$ cat src/rtl/timing_gen.sv
// Clock-enable, interrupt, NMI and watchdog strobe generator for the vector arcade cores.
// All strobes are decoded from free-running registered counters on the single system clock.
module timing_gen #(
    parameter int CPU_DIV       = 8,
    parameter int VEC_RATIO     = 2,
    parameter int TICK_DIV      = 8192,
    parameter int AUD_DIV       = 4096,
    parameter int NMI_PERIOD    = 14,
    parameter int NMI_WIDTH     = 1,
    parameter int WDOG_TICKS    = 0,
    parameter int WDOG_RST_CLKS = 16
) (
    input  logic clk,
    input  logic rst,
    input  logic cpu_stall,
    input  logic wdog_clr,
    output logic cpu_en,
    output logic cpu_phase,
    output logic vec_en,
    output logic tick_en,
    output logic aud_en,
    output logic nmi,
    output logic core_rst,
    output logic wdog_rst
);

    localparam int CPU_W   = $clog2(CPU_DIV);
    localparam int TICK_W  = $clog2(TICK_DIV);
    localparam int AUD_W   = $clog2(AUD_DIV);
    localparam int NMI_W   = $clog2(NMI_PERIOD);
    localparam int VEC_DIV = CPU_DIV / VEC_RATIO;

    logic [CPU_W-1:0]  cpu_cnt_q,  cpu_cnt_d;
    logic [TICK_W-1:0] tick_cnt_q, tick_cnt_d;
    logic [AUD_W-1:0]  aud_cnt_q,  aud_cnt_d;
    logic [NMI_W-1:0]  nmi_cnt_q,  nmi_cnt_d;
    logic              nmi_q,      nmi_d;
    logic              core_rst_q, core_rst_d;
    logic              cpu_tc;
    logic              nmi_win;
    logic              wd_fire;
    logic              wdog_rst_q;
    logic [VEC_RATIO-1:0] vec_hit;

    assign cpu_tc    = (cpu_cnt_q == CPU_W'(CPU_DIV - 1));
    assign cpu_en    = cpu_tc & ~cpu_stall;
    assign cpu_phase = (cpu_cnt_q >= CPU_W'(CPU_DIV / 2));
    assign tick_en   = (tick_cnt_q == TICK_W'(TICK_DIV - 1));
    assign aud_en    = (aud_cnt_q == AUD_W'(AUD_DIV - 1));

    // vec_en fires at the last count of each of the VEC_RATIO sub-periods of a CPU cycle
    genvar gi;
    generate
        for (gi = 0; gi < VEC_RATIO; gi++) begin : gen_vec
            assign vec_hit[gi] = (cpu_cnt_q == CPU_W'(gi * VEC_DIV + VEC_DIV - 1));
        end
    endgenerate
    assign vec_en = |vec_hit;

    assign nmi_win = (nmi_cnt_q >= NMI_W'(NMI_PERIOD - 1 - NMI_WIDTH)) &&
                     (nmi_cnt_q <  NMI_W'(NMI_PERIOD - 1));

    always_comb begin
        cpu_cnt_d  = cpu_tc  ? '0 : cpu_cnt_q + CPU_W'(1);
        tick_cnt_d = tick_en ? '0 : tick_cnt_q + TICK_W'(1);
        aud_cnt_d  = aud_en  ? '0 : aud_cnt_q + AUD_W'(1);

        nmi_cnt_d = nmi_cnt_q;
        nmi_d     = nmi_q;
        if (wd_fire) begin
            nmi_cnt_d = '0;
            nmi_d     = 1'b0;
        end else if (tick_en) begin
            nmi_cnt_d = (nmi_cnt_q == NMI_W'(NMI_PERIOD - 1)) ? '0 : nmi_cnt_q + NMI_W'(1);
            nmi_d     = nmi_win;
        end

        // Release happens at a CPU cycle boundary; a new watchdog firing re-arms it first
        core_rst_d = core_rst_q;
        if (wd_fire || wdog_rst_q) begin
            core_rst_d = 1'b1;
        end else if (cpu_tc) begin
            core_rst_d = 1'b0;
        end
    end

    always_ff @(posedge clk) begin
        if (rst) begin
            cpu_cnt_q  <= '0;
            tick_cnt_q <= '0;
            aud_cnt_q  <= '0;
            nmi_cnt_q  <= '0;
            nmi_q      <= 1'b0;
            core_rst_q <= 1'b1;
        end else begin
            cpu_cnt_q  <= cpu_cnt_d;
            tick_cnt_q <= tick_cnt_d;
            aud_cnt_q  <= aud_cnt_d;
            nmi_cnt_q  <= nmi_cnt_d;
            nmi_q      <= nmi_d;
            core_rst_q <= core_rst_d;
        end
    end

    generate
        if (WDOG_TICKS > 0) begin : gen_wdog
            localparam int WD_W  = (WDOG_TICKS > 1) ? $clog2(WDOG_TICKS) : 1;
            localparam int PLS_W = $clog2(WDOG_RST_CLKS + 1);

            logic [WD_W-1:0]  wd_cnt_q,  wd_cnt_d;
            logic [PLS_W-1:0] pls_cnt_q, pls_cnt_d;
            logic             wdog_rst_d;

            // A clear in the same cycle as the final tick suppresses the firing
            assign wd_fire = tick_en & ~wdog_clr & (wd_cnt_q == WD_W'(WDOG_TICKS - 1));

            always_comb begin
                wd_cnt_d   = wd_cnt_q;
                pls_cnt_d  = pls_cnt_q;
                wdog_rst_d = wdog_rst_q;
                if (wdog_clr || wd_fire) begin
                    wd_cnt_d = '0;
                end else if (tick_en) begin
                    wd_cnt_d = wd_cnt_q + WD_W'(1);
                end
                if (wd_fire) begin
                    wdog_rst_d = 1'b1;
                    pls_cnt_d  = PLS_W'(WDOG_RST_CLKS - 1);
                end else if (wdog_rst_q) begin
                    if (pls_cnt_q == '0) begin
                        wdog_rst_d = 1'b0;
                    end else begin
                        pls_cnt_d = pls_cnt_q - PLS_W'(1);
                    end
                end
            end

            always_ff @(posedge clk) begin
                if (rst) begin
                    wd_cnt_q   <= '0;
                    pls_cnt_q  <= '0;
                    wdog_rst_q <= 1'b0;
                end else begin
                    wd_cnt_q   <= wd_cnt_d;
                    pls_cnt_q  <= pls_cnt_d;
                    wdog_rst_q <= wdog_rst_d;
                end
            end
        end else begin : gen_no_wdog
            logic unused_wdog_clr;
            assign unused_wdog_clr = wdog_clr;
            assign wd_fire         = 1'b0;
            assign wdog_rst_q      = 1'b0;
        end
    endgenerate

    assign nmi      = nmi_q;
    assign core_rst = core_rst_q;
    assign wdog_rst = wdog_rst_q;

endmodule
$ cat config.mk
export PLATFORM = sky130hd
export DESIGN_NAME = timing_gen
export DESIGN_NICKNAME = d
export VERILOG_FILES = /design/src/rtl/timing_gen.sv
export SDC_FILE = /design/constraint.sdc
export NUM_CORES = 1
export LEC_CHECK = 0
export BUFFER_PORTS_ARGS = -buffer_cell sky130_fd_sc_hd__buf_2
export CAP_MARGIN = 20
export CORE_MARGIN = 3
export CORE_UTILIZATION = 45
export DETAILED_ROUTE_END_ITERATION = 8
export PLACE_DENSITY = 0.63
export SETUP_SLACK_MARGIN = 0.5
export SYNTH_ARGS = -nofsm -noshare
export SYNTH_HDL_FRONTEND = slang
export SYNTH_SLANG_ARGS = --single-unit
$ cat constraint.sdc
create_clock -name clk -period 4.9 [get_ports clk]
set_clock_uncertainty 0.2 [all_clocks]
set_input_delay 0.49 -clock clk [delete_from_list [all_inputs] [get_ports clk]]
set_output_delay 0.49 -clock clk [all_outputs]
set_load 0.01 [all_outputs]
# [Word level (Yosys, flattened, before mapping)]
# Cells that the tools add are included.
[totals] ff_bits=34 inputBits=4
[op_classes] addsub=4 magnitude_cmp=3 eq_ne=5 mux=1 bitwise_logic=2 reduce_logical=5
[op_table] cell="$add 13x1->13 const B" n=1
[op_table] cell="$eq 13x13->1 const B" n=1
[op_table] cell="$add 12x1->12 const B" n=1
[op_table] cell="$eq 12x12->1 const B" n=1
[op_table] cell="$reduce_or 2->1" n=4
[op_table] cell="$add 4x1->4 const B" n=1
[op_table] cell="$eq 4x4->1 const B" n=1
[op_table] cell="$ge 4x4->1 const B" n=1
[op_table] cell="$lt 4x4->1 const B" n=1
[op_table] cell="$mux 4" n=1
[op_table] cell="$add 3x1->3 const B" n=1
[op_table] cell="$eq 3x2->1 const B" n=1
[op_table] cell="$eq 3x3->1 const B" n=1
[op_table] cell="$ge 3x3->1 const B" n=1
[op_table] cell="$and 1x1->1" n=1
[op_table] cell="$logic_and 1x1->1" n=1
[op_table] cell="$not 1->1" n=1

# [Longest topological paths before layout]
# Gate-level depths: netlist of the first run.
[depth] ltp_word=2 depth_mapped=6 mapped_depth_nobuf=5

# [Worst setup path before layout of the first run]
# No wires, ideal clock.
[synth_path] kind="register to output" startpoint="reg tick_cnt_q[0]" endpoint="out tick_en" arrival_time_ns=1.524 required_ns=4.210 path_slack_ns=2.686 stages_incl_launch_ff=6 cell_sequence="dfxtp_1 > ha_1 > nand3_2 > or4_1 > clkbuf_2 > nor2_1"
[synth_via] elab_chain_len=1
[synth_lines] item="from (decl)" line="34" source="logic [TICK_W-1:0] tick_cnt_q, tick_cnt_d;"
[synth_lines] item="from (signal assigned)" line="97" source="tick_cnt_q <= tick_cnt_d;"
[synth_lines] item="$eq 13x13->1" line="48" source="assign tick_en = (tick_cnt_q == TICK_W'(TICK_DIV - 1));"
[synth_lines] item="to (decl)" line="20" source="output logic tick_en,"
# No other way between the ends.

# [Worst setup path after layout of the first run]
# Ends and elaborated chain as after synthesis.

==> metrics, run 1 <==
status finished clean; largest net degree at the start of global routing 20; Pins Over Slew Limit 0; Synth Register Bits 34; mean post-synth cell area 8.950 sq um; ys async rst share 0; final period utilization 0.5525; die height 62.94 um; crit path max-delay cell type or4_1; Residual DRC 0; ys flop type dfxtp_1; worst r2r dst tick_cnt_q[10]; layout cells sized above 1 0.1322; flop-to-flop setup slack 2.74 ns; Rel. slew slack 0.4231; DRT iter0 DRCs 30; Req. time, crit path 4.21 ns; power share of the combinational group 0.032; Clock Path Buffers 2; gp weighted congestion 0.6895; synth warn 0; vias in the first global route 1001; RR Startpoint tick_cnt_q[0]; internal cell power 463.6 uW; CP startpoint kind flop; CP max FO 5; Area Growth Syn to Fin 12.61%; antenna viol nets, final 0; leak pwr 0.0006017 uW; MaxCap Viol Count 0; initial antenna violation count 0; Nets 183; diodes inserted 0; Inst Count DP 210; wire length per cell 10.62 um; Vias 1039; clock sinks 34; post-route cell area 0.001643 sq mm; crit path time final 2.707 ns; Post-CTS Setup Bufs 0; DIE AREA 0.003961 sq mm; Post-CTS Resized 0; worst vdd ir 0.0002140 V; Core ar. 0.003078 sq mm; Setup violations, final 0; clock-pin transition on the worst setup and hold timing paths 0.11 ns; Post-DP HPWL 1581 um; number of fill cells 280; Crit Path Category reg2out; WP data arrival 2.02 ns; htree depth 2; Hold Fails Final Rpt 0; crit-path leading delay family simple AND/OR/NAND/NOR gates; setup TNS 0 ns; Worst Hold End core_rst; Worst Path Buf+Inv 1; wirelength, routed 2315 um; Sequential Power Share 0.501; placed inst area 0.001531 sq mm; worst hold path type reg2reg; first-pass GRT wire length 4271 um; Psw 112.3 uW; # IOs 12; Max stage delay on crit path 0.62 ns; overall power 576.0 uW; CTS Buf Count 5; Mapped Cells 163; WHS Path Cells 1; actual slew at the worst max-slew pin 0.8574 ns; IO buf count 9; Initial Utilization 0.4740; Register-to-Register Path Depth 5; Seq/Total Area, Yosys 0.4666; Post-synth EDFFs 0; WP depth 5; Crit. End Element primary output; clk_lat worst skew 0.34 ns; fmax 0.3694 GHz; Sw Ratio 0.1950; pwr dens 350.6 mW/mm^2; vias per inst 4.766; CP Cell Sequence ha_1 > nand3_2 > or4_1 > nor2_1 > buf_2; Post-Layout Cell Count 218; number of distinct library cells after synthesis 32; Total GRT Usage 0.1396; Clk network pwr share 0.467; root buffer cell clkbuf_4; Die Width 62.94 um; grt ovf 0; # hold bufs at CTS 0; critical hold path startpoint core_rst; synthesized cell area 0.001459 sq mm; syn nets 173; Pre-antenna DRT Iters 4; TritonCTS clock tree done; Site Rows 20; unrepaired setup endpoints after global routing false
-- power by group through the flow --
stage / registers [uW] / clock network [uW] / logic (uW)
after CTS: 289 / 276 / 18.8
after global placement: 294 / 0 / 17.9
after global routing: 290 / 292 / 21.8
final: 289 / 269 / 18.4
after floorplan: 294 / 0 / 15.8
after detailed placement: 295 / 0 / 18.8
-- state kept, by name, indices dropped and copies added, names as in the netlist --
register,count
aud_cnt_q,12
tick_cnt_q,13
nmi,1
cpu_cnt_q,3
nmi_cnt_q,4
core_rst,1
-- per-stage QoR --
| stage | hold WS [ns] | setup slack, ns | utilization |
|---|---|---|---|
| after floorplan | 0.2295 | 2.686 | - |
| after global placement | 0.2296 | 2.567 | 0.4976 |
| after detailed placement | 0.2489 | 2.536 | 0.4976 |
| after CTS | 0.2758 | 2.160 | 0.5337 |
| after global routing | 0.2967 | 1.997 | 0.5337 |
| final | 0.2706 | 2.193 | 0.5337 |
-- cells by family after synthesis --
| family | count (synthesis) | share of synthesized area |
|---|---|---|
| compound gates | 13 | 0.06004 |
| xor+xnor | 19 | 0.1141 |
| fa+ha+maj | 6 | 0.05146 |
| buf+inv | 17 | 0.04717 |
| flops | 34 | 0.4666 |
| mux | 2 | 0.01372 |
| other cells | 1 | 0.002570 |
| simple gates | 71 | 0.2444 |
-- layout make-up --
class                      count  area [sq um]  area share
multi-input combinational    112         709.4      0.4318
inverter                      11         41.29     0.02513
timing repair buffer           9         45.04     0.02742
clock inverter                 2         60.06     0.03656
clock buffer                   6         51.30     0.03123
tap                           44         55.05     0.03351
sequential                    34         680.7      0.4143
-- cell usage in the layout (no fill, tap or decap) --
cell	synthesis	routed
or3_1	2	2
or2_2	1	1
xnor2_1	13	13
a21bo_2	1	1
nand2_1	6	6
nand3_1	6	6
clkbuf_8	0	1
xor2_1	6	6
mux2i_1	2	2
and3_2	1	1
a21oi_1	6	6
o211a_1	1	1
and4_1	1	1
nor4_1	4	4
or4_1	2	2
nor3b_1	2	2
conb_1	1	1
dfxtp_1	34	34
bufinv_16	0	2
nand3_2	2	2
buf_2	0	9
a211o_1	1	1
o21bai_2	1	1
o21ai_0	2	2
a21o_1	1	1
clkbuf_4	0	5
nor2_1	30	30
ha_1	6	6
nand4_1	5	5
inv_1	11	11
nand4b_1	1	1
nor3_1	7	7
nand2b_1	1	1
-- worst max-delay path by stage --
stage                        startpoint  slack, ns  endpoint
after floorplan           tick_cnt_q[0]       2.69   tick_en
after global placement    tick_cnt_q[0]       2.57   tick_en
after detailed placement  tick_cnt_q[0]       2.54   tick_en
after CTS                 tick_cnt_q[0]       2.16   tick_en
after global routing      tick_cnt_q[0]       2.00   tick_en
final                     tick_cnt_q[0]       2.19   tick_en
-- synth_stat cells, types with 4 or more instances --
cell type,number,share of area
dfxtp_1,34,0.47
nor2_1,30,0.077
xnor2_1,13,0.078
inv_1,11,0.028
nor3_1,7,0.024
a21oi_1,6,0.021
ha_1,6,0.051
nand2_1,6,0.015
nand3_1,6,0.021
xor2_1,6,0.036
nand4_1,5,0.021
clkbuf_1,4,0.010
nor4_1,4,0.017
-- per-layer routing --
metal	track usage	part of all wire
met4	0.08264	0.031
met5	0	0
met3	0.05576	0.035
met2	0.2174	0.44
met1	0.1600	0.50
(Power assumes the default switching activity.)
==> run 2, diff against run 1 <==
--- a/config.mk
+++ b/config.mk
@@ -10,7 +10,7 @@
 export CORE_MARGIN = 3
 export CORE_UTILIZATION = 45
 export DETAILED_ROUTE_END_ITERATION = 8
-export PLACE_DENSITY = 0.63
+export PLACE_DENSITY = 0.65
 export SETUP_SLACK_MARGIN = 0.5
 export SYNTH_ARGS = -nofsm -noshare
 export SYNTH_HDL_FRONTEND = slang
==> constraint.sdc (replaced) <==
create_clock -name clk -period 2.2 [get_ports clk]
set_clock_uncertainty 0.2 [all_clocks]
set_input_delay 0.22 -clock clk [delete_from_list [all_inputs] [get_ports clk]]
set_output_delay 0.22 -clock clk [all_outputs]
set_load 0.01 [all_outputs]
==> run 2 against run 1 <==
Total power up 86%; clock power up 32%; register-to-register slack worse by 2.6 ns; die area unchanged; critical endpoint unchanged; critical path depth unchanged; critical path type unchanged; design area up 20%; cell count up 11%; sequential cell count unchanged; combinational power rose to 3.7 times the previous value.
==> metrics, run 2 (same netlist as run 1, synthesis figures left out) <==
pwr dens 541.5 mW/mm^2 (+54%); largest net degree at the start of global routing 20 (unchanged); Area Growth Syn to Fin 35.59%; fmax 0.4761 GHz; TritonCTS clock tree done; unrepaired setup endpoints after global routing true; first-pass GRT wire length 5009 um (+17%); antenna viol nets, final 0 (unchanged); Core ar. 0.003078 sq mm (unchanged); worst vdd ir 0.0003204 V (+50%); commonest non-fill, non-tap cells in the layout nor2_1 (27), dfxtp_1 (20), buf_4 (20); IO buf count 9 (unchanged); Pre-antenna DRT Iters 4 (unchanged); grt ovf 0 (unchanged); Total GRT Usage 0.1593 (+0.01974); biggest regs tick_cnt_q: 13 flops, aud_cnt_q: 12 flops, nmi_cnt_q: 4 flops; layout cells sized above 1 0.3990 (+0.2668); final period utilization 0.9548; wirelength, routed 2943 um (+27%); Crit. End Element primary output; Max stage delay on crit path 0.55 ns (-0.07 ns); crit-path leading delay family simple AND/OR/NAND/NOR gates; post-route cell area 0.001978 sq mm (+20%); CTS Buf Count 5 (unchanged); Reg with most FFs tick_cnt_q; CP Cell Sequence ha_4 > nand3_4 > or4_4 > nor2_4 > buf_6; max reg flops 13 (unchanged); crit path max-delay cell type or4_4; DRT iter0 DRCs 67 (+120%); worst hold path type in2reg; Place WS 0.1080 ns (-2.428 ns); MaxCap Viol Count 0 (unchanged); initial antenna violation count 0 (unchanged); # hold bufs at CTS 0 (unchanged); CP startpoint kind flop; CP max FO 3 (-2); gp weighted congestion 0.7236 (+4.9%); clock sinks 34 (unchanged); # IOs 12 (unchanged); root buffer cell clkbuf_4; crit path time final 2.101 ns; placed inst area 0.001589 sq mm (+3.8%); most common cell after layout, fill and taps aside nor2_1; Worst Path Buf+Inv 1 (unchanged); die height 62.94 um (unchanged); setup TNS 0 ns (unchanged); wire length per cell 12.16 um (+15%); clk_lat worst skew 0.34 ns (about the same); Nets 207 (+13%); Pins Over Slew Limit 0 (unchanged); htree depth 2 (unchanged); leak pwr 0.0007372 uW (+23%); number of fill cells 255 (-8.9%); Hold Fails Final Rpt 0 (unchanged); vias per inst 5.079 (+6.6%); status finished clean; Residual DRC 0 (unchanged); DIE AREA 0.003961 sq mm (unchanged); Setup violations, final 0 (unchanged); clock-pin transition on the worst setup and hold timing paths 0.10 ns (about the same); Req. time, crit path 1.78 ns (-2.43 ns); slack of the critical path 0.09938 ns (-2.093 ns); WP data arrival 1.68 ns (-0.34 ns); Die Width 62.94 um (unchanged); Vias 1229 (+18%); Initial Utilization 0.4740 (unchanged); Post-DP HPWL 1650 um (+4.3%); Clock Path Buffers 2 (unchanged); Crit Path Category reg2out; vias in the first global route 1226 (+22%); diodes inserted 0 (unchanged); Site Rows 20 (unchanged)
[run 2: cell count changes in the layout (fill, tap and decap cells not counted), sizes merged]
| cell | delta |
|---|---|
| buf | +23 |
| bufinv | -2 |
| clkbuf | +1 |
| clkinv | +1 |
| o21bai | +1 |
[run 2: path summary, 6_finish.rpt]
| check | cells after the start | to | startpoint | slack [ns] |
|---|---|---|---|---|
| worst max-delay path | 5 | tick_en | tick_cnt_q[1] | 0.1 |
| worst min-delay path | 2 | tick_cnt_q[8] | rst | 0.07 |
| worst max register to register | 7 | nmi_cnt_q[0] | tick_cnt_q[1] | 0.12 |
| worst min register to register | 1 | core_rst | core_rst | 0.25 |
[run 2: per-layer routing]
layer / part of all wire / GRT usage / up-vias
met5: 0 / 0 / -
met4: 0.025 / 0.1047 / 0
met3: 0.032 / 0.04496 / 8
met2: 0.52 / 0.2727 / 18
met1: 0.42 / 0.1691 / 588
li1: - / - / 615
[run 2: timing repair]
| action | 4_1_cts | 5_1_grt |
|---|---|---|
| buffers inserted | 16 | 6 |
| pin swaps | 5 | 15 |
| gates resized for setup | 21 | 19 |
| endpoints found under the setup margin | 16 | 23 |
| gates cloned | 0 | 1 |
[run 2: report_power, final]
part	leakage [uW]	internal [uW]	switching, uW
Clock	0.0000353	155	200
Sequential	0.000282	631	17.2
Combinational	0.000420	35.8	32.8
Total	0.000737	822	249
[run 2: layout make-up]
| class | count | area (sq um) | share of cell area |
|---|---|---|---|
| Clock buffer | 7 | 55.05 | 0.02783 |
| Clock inverter | 1 | 5.005 | 0.002530 |
| Inverter | 11 | 41.29 | 0.02087 |
| Multi-Input combinational cell | 113 | 883.3 | 0.4466 |
| Sequential cell | 34 | 703.2 | 0.3555 |
| Tap cell | 44 | 55.05 | 0.02783 |
| Timing Repair Buffer | 32 | 235.2 | 0.1189 |
[run 2: stage by stage]
step                      hold slack (ns)  utilization  power, uW  instances
after floorplan                    0.2323            -      697.5        163
after global routing              0.09549       0.6427       1121        242
after global placement             0.2302       0.5163      702.1        211
after detailed placement           0.2341       0.5163      705.8        211
after CTS                         0.03930       0.5939       1077        235
final                             0.06888       0.6427       1071        242
